File: config.mk
export PLATFORM = sky130hd
export DESIGN_NAME = noc_serial_receiver_flat
export DESIGN_NICKNAME = d
export VERILOG_FILES = /design/src/rtl/noc_serial_receiver_if.sv /design/src/rtl/noc_serial_receiver.sv /design/src/flat_wrapper.sv
export SDC_FILE = /design/constraint.sdc
export NUM_CORES = 1
export LEC_CHECK = 0
export CAP_MARGIN = 0
export CORE_ASPECT_RATIO = 0.8
export CORE_UTILIZATION = 34
export CTS_CLUSTER_SIZE = 14
export DETAILED_ROUTE_END_ITERATION = 8
export GPL_TIMING_DRIVEN = 0
export PLACE_DENSITY = 0.68
export RECOVER_POWER = 100
export SYNTH_ARGS = -nofsm -noshare
export SYNTH_HDL_FRONTEND = slang
export SYNTH_SLANG_ARGS = --single-unit
File: constraint.sdc
create_clock -name clk -period 3.15 [get_ports clk]
set_input_delay 0.4725 -clock clk [delete_from_list [all_inputs] [get_ports clk]]
set_output_delay 0.4725 -clock clk [all_outputs]
set_load 0.05 [all_outputs]
File: src/rtl/noc_serial_receiver_if.sv
// node_port: one direction of a serial NoC link (flit data, tail marker, valid/ready).
interface node_port #(
    parameter int unsigned FLIT_BITS = 32
) ();
    logic                 valid;
    logic                 ready;
    logic [FLIT_BITS-1:0] data;
    logic                 tail;

    // Sender side drives the flit, receiver side drives back-pressure.
    modport master (output valid, output data, output tail, input ready);
    modport slave  (input valid, input data, input tail, output ready);

    // Node-port naming: "up" feeds the link, "down" drains it.
    modport up     (output valid, output data, output tail, input ready);
    modport down   (input valid, input data, input tail, output ready);
endinterface

File: src/rtl/noc_serial_receiver.sv
// noc_serial_receiver: reassembles LSB-first flits into a packet, drops the padding and
// double-buffers so one packet can be assembled while the previous one awaits the consumer.
module noc_serial_receiver #(
    parameter int unsigned PACKET_BITS  = 32,
    parameter int unsigned PADDING_BITS = 0,
    parameter int unsigned FLIT_BITS    = 32
) (
    input  logic                   clk,
    input  logic                   rst,
    node_port.down                 dn,
    input  logic                   flush,
    output logic [PACKET_BITS-1:0] packet,
    output logic                   valid,
    input  logic                   ready,
    output logic                   err
);
    localparam int unsigned TotalBits = PACKET_BITS + PADDING_BITS;
    localparam int unsigned N_FLITS   = TotalBits / FLIT_BITS;
    localparam int unsigned IdxW      = (N_FLITS > 1) ? $clog2(N_FLITS) : 1;
    localparam int unsigned PosW      = (PACKET_BITS > 1) ? $clog2(PACKET_BITS) : 1;
    localparam logic [IdxW-1:0] LastIdx = IdxW'(N_FLITS - 1);

    localparam logic [0:0] StRecv  = 1'b0;
    localparam logic [0:0] StStall = 1'b1;

    if ((TotalBits % FLIT_BITS) != 0 || N_FLITS < 1) begin : g_bad_cfg
        $error("PACKET_BITS+PADDING_BITS must be a non-zero multiple of FLIT_BITS");
    end

    logic [0:0]             state_q, state_d;
    logic [IdxW-1:0]        idx_q, idx_d;
    logic [PACKET_BITS-1:0] buf_q, buf_d;
    logic [PACKET_BITS-1:0] packet_q, packet_d;
    logic                   valid_q, valid_d;
    logic                   err_q, err_d;

    logic                   dn_ready;
    logic                   accept;
    logic                   is_last;
    logic                   frame_bad;
    logic                   frame_end;
    logic [PACKET_BITS-1:0] buf_merged;
    logic [31:0]            pos;

    // Flit handshake and framing decode for the current slot.
    always_comb begin
        dn_ready  = (state_q == StRecv) && !flush && !rst;
        accept    = dn.valid && dn_ready;
        is_last   = (idx_q == LastIdx);
        frame_bad = accept && (dn.tail != is_last);
        frame_end = accept && is_last && dn.tail;
    end

    assign dn.ready = dn_ready;

    // Assembly buffer with the incoming flit written into slot idx; padding bits fall off the top.
    always_comb begin
        buf_merged = buf_q;
        pos        = '0;
        for (int unsigned b = 0; b < FLIT_BITS; b++) begin
            pos = 32'(idx_q) * FLIT_BITS + b;
            if (pos < PACKET_BITS) begin
                buf_merged[pos[PosW-1:0]] = dn.data[b];
            end
        end
    end

    // Next-state: flush beats everything, then stall release, framing errors, completion, fill.
    always_comb begin
        state_d  = state_q;
        idx_d    = idx_q;
        buf_d    = buf_q;
        packet_d = packet_q;
        valid_d  = valid_q;
        err_d    = 1'b0;
        if (flush) begin
            state_d = StRecv;
            idx_d   = '0;
            valid_d = 1'b0;
        end else begin
            if (valid_q && ready) begin
                valid_d = 1'b0;
            end
            if (state_q == StStall) begin
                // Held packet leaves this cycle, so the completed buffer can take its place.
                if (ready) begin
                    packet_d = buf_q;
                    valid_d  = 1'b1;
                    idx_d    = '0;
                    state_d  = StRecv;
                end
            end else if (frame_bad) begin
                err_d = 1'b1;
                idx_d = '0;
            end else if (frame_end) begin
                if (!valid_q || ready) begin
                    packet_d = buf_merged;
                    valid_d  = 1'b1;
                    idx_d    = '0;
                end else begin
                    buf_d   = buf_merged;
                    state_d = StStall;
                end
            end else if (accept) begin
                buf_d = buf_merged;
                idx_d = idx_q + IdxW'(1);
            end
        end
    end

    // State registers with asynchronous reset.
    always_ff @(posedge clk or posedge rst) begin
        if (rst) begin
            state_q  <= StRecv;
            idx_q    <= '0;
            buf_q    <= '0;
            packet_q <= '0;
            valid_q  <= 1'b0;
            err_q    <= 1'b0;
        end else begin
            state_q  <= state_d;
            idx_q    <= idx_d;
            buf_q    <= buf_d;
            packet_q <= packet_d;
            valid_q  <= valid_d;
            err_q    <= err_d;
        end
    end

    assign packet = packet_q;
    assign valid  = valid_q;
    assign err    = err_q;
endmodule

File: src/flat_wrapper.sv
// flat-port wrapper written by rule: the top's interface ports become plain ports
module noc_serial_receiver_flat 
#(
    parameter int unsigned PACKET_BITS  = 32,
    parameter int unsigned PADDING_BITS = 0,
    parameter int unsigned FLIT_BITS    = 32
)
  (clk, rst, flush, packet, valid, ready, err, dn_valid, dn_data, dn_tail, dn_ready);
  node_port #(.FLIT_BITS(FLIT_BITS)) dn_i ();
  input  logic clk;
  input  logic rst;
  input  logic flush;
  output logic [PACKET_BITS-1:0] packet;
  output logic valid;
  input  logic ready;
  output logic err;
  input wire logic [$bits(dn_i.valid)-1:0] dn_valid;
  input wire logic [$bits(dn_i.data)-1:0] dn_data;
  input wire logic [$bits(dn_i.tail)-1:0] dn_tail;
  output wire logic [$bits(dn_i.ready)-1:0] dn_ready;
  assign dn_i.valid = dn_valid;
  assign dn_i.data = dn_data;
  assign dn_i.tail = dn_tail;
  assign dn_ready = dn_i.ready;
  noc_serial_receiver #(.PACKET_BITS(PACKET_BITS), .PADDING_BITS(PADDING_BITS), .FLIT_BITS(FLIT_BITS)) u_core (.clk(clk), .rst(rst), .dn(dn_i), .flush(flush), .packet(packet), .valid(valid), .ready(ready), .err(err));
endmodule
==> results.cfg <==
[sta]
fin_crit_ps = 2640
tightest_slew_ps = 1430
whs_ps = 486
final_hold_viol_count = 0
clock_skew_ps = 5.19
slew_headroom = 0.0430
drv_slew = 0
fmax_ghz = 0.379
finalSetupViolCount = 0
rsz0062_at_grt = false
post-route-period-util = 0.838

[worst_setup_path]
startpoint_type = primary input
arrival_ps = 2170
crit_path_end_kind = output pin
reg2reg_from = u_core.state_q
startpoint = flush
crit_required_ps = 2680
worstSetupPathType = in2out
crit_fanout = 6

[yosys]
ys_ff_latch = 68
synth_seq_area_share = 0.545
synthAdderAreaFrac = 0
synthesis.instances = 196
synth_top_family_by_area = multiplexers
synthXorXnorAreaFrac = 0.00281
synthesis.nets = 234
synth-compound-area-share = 0.00922
syn_area_um2 = 3120
ys.warnings.count = 0
ys_types = 22
syn_area_per_cell_um2 = 15.9
synthSimpleGateAreaFrac = 0.0365
synth.area.mux_share = 0.382

[global_routing]
use_met1 = 0.188
grt_pass1_vias = 1994
grt_max_degree = 69
grt_most_used_layer = met2
grt_util_all_layers = 0.146
grt.met2_usage = 0.224
overflow = 0
gr-usage-met3 = 0.0499
grt_antenna_before_repair = 0
grt_pass1_wl_mm = 10.2

[die]
initial_core_util = 0.358
pin_count = 73
dieArea_um2 = 9570
die_w_um = 109
row_count = 30
coreArea_um2 = 8710
fp.dieH_um = 87.7

[cts]
clock_path_buffers = 2
htreeDepth = 3
cts_tree = yes
cts_buffers = 9
cts.clk_slew.worst_paths_ps = 50
clock_sinks = 68
insertion_delay_ps = 320
postCtsResizedCells = 0
hold_buffers = 0
postCtsSetupBuffers = 0
cts_root_buffer = clkbuf_16

[placed_design]
dp_hpwl_mm = 4.13
placed_cell_area_um2 = 3990
gp_congestion = 0.700
dp.cells = 380
port_buffers = 72

[power]
p_total_uw = 2800
pwr-share-seq = 0.373
peakVddDrop_v = 0.000454
p_per_area_nw_per_um2 = 671
pwr-share-comb = 0.265
p_leak_uw = 0.00194
switching_share = 0.318
p_sw_uw = 889
internal_power_uw = 1910
p_clk_frac = 0.362

[final_layout]
drive_above_1_share = 0.335
nNetsFinal = 317
ff_latch_area_um2 = 1700
insertedDiodeCount = 0
multi_input_comb_area_um2 = 1250
final_common_cell = dfrtp_1
fillCellCount = 805
layout_common_cells = dfrtp_1, mux2_2, dlygate4sd3_1
fin_cells = 396
synthToLayoutAreaGrowth_pct = 33.6
finalInstanceArea_um2 = 4170

[routing]
postRouteAntennaNets = 0
drc = 0
viasPerCell = 4.69
drt_pass1_iterations = 3
drtIter0Drc = 70
wl_per_cell_um = 15.5
vias = 1857
routed_wl_mm = 6.13

[hold_path]
hp-class = reg2reg
worstHoldStart = u_core.packet[2]

[run_status]
status = completed

[run]
maxCapViolations = 0
==> cell usage after synthesis <==
library cell	instances	share of area
clkbuf_1	2	0.0024
buf_2	3	0.0048
nor4b_1	1	0.0028
buf_1	1	0.0012
xnor2_1	1	0.0028
nand2b_4	1	0.0044
and2_1	2	0.0040
nor3_1	3	0.0048
nor4_4	1	0.0068
dfrtp_1	68	0.55
nand2b_1	1	0.0020
nor2_1	4	0.0048
a31oi_1	2	0.0040
mux2_4	30	0.14
mux2_2	66	0.24
nand4b_1	1	0.0028
inv_1	1	0.0012
o21ai_2	1	0.0028
or2_1	1	0.0020
a211oi_1	1	0.0024
buf_6	4	0.014
nor2b_1	1	0.0020
==> sequential cells by signal, indices dropped and copies added, names as in the netlist <==
register        cells
u_core.packet      32
u_core.err          1
u_core.valid        1
u_core.buf_q       32
u_core.state_q      1
u_core.idx_q        1
==> power by group through the flow <==
| stage | Sequential, µW | Clock (µW) | Combinational, µW |
|---|---|---|---|
| final | 1040 | 1010 | 740 |
| after global routing | 1060 | 1080 | 779 |
| after CTS | 1050 | 1040 | 843 |
| after detailed placement | 1070 | 0 | 841 |
| after global placement | 1060 | 0 | 834 |
| after floorplan | 1410 | 0 | 198 |
==> worst max-delay path, cell delays in order <==
cell	delay [ps]
dlygate4sd3_1	620
nor3_1	180
dlygate4sd3_1	890
==> per-layer routing <==
metal | wire length [µm] | vias up
li1 | - | 870
met1 | 2960 | 932
met2 | 2780 | 46
met3 | 310 | 9
met4 | 87 | 0
met5 | 0 | -
==> cell families (layout without fill, tap and decap cells) <==
logic type | after synthesis | count (layout)
AOI/OAI and AO/OA | 4 | 4
xor gates and xnor gates | 1 | 1
buffers and inverters | 11 | 99
DFF | 68 | 68
muxes | 96 | 96
and+or+nand+nor | 16 | 16
==> metrics by stage <==
stage	util	TNS, ps	setup WS [ps]
CTS	0.493	0	650
finish	0.479	0	511
global placement	0.457	-29520	-437
global route	0.479	0	382
floorplan	-	0	966
detailed placement	0.458	0	618
==> final timing paths <==
check,end,slack [ps],cells past startpoint
setup / recovery,dn_ready,510,3
setup reg to reg,u_core.packet[6],900,6
hold / removal,u_core.packet[2],490,1
max in group asynchronous,u_core.buf_q[4],1170,2
hold reg to reg,u_core.packet[2],490,1
min in group asynchronous,u_core.state_q,1110,2
==> layout make-up <==
| class | count | share of cell area |
|---|---|---|
| Sequential cell | 68 | 0.408 |
| Multi-Input combinational cell | 117 | 0.300 |
| Timing Repair Buffer | 72 | 0.173 |
| Clock buffer | 12 | 0.0615 |
| Tap cell | 112 | 0.0336 |
| Buffer | 10 | 0.0117 |
| Clock inverter | 4 | 0.0114 |
| Inverter | 1 | 0.000900 |
Power figures use the tool's default switching activity.
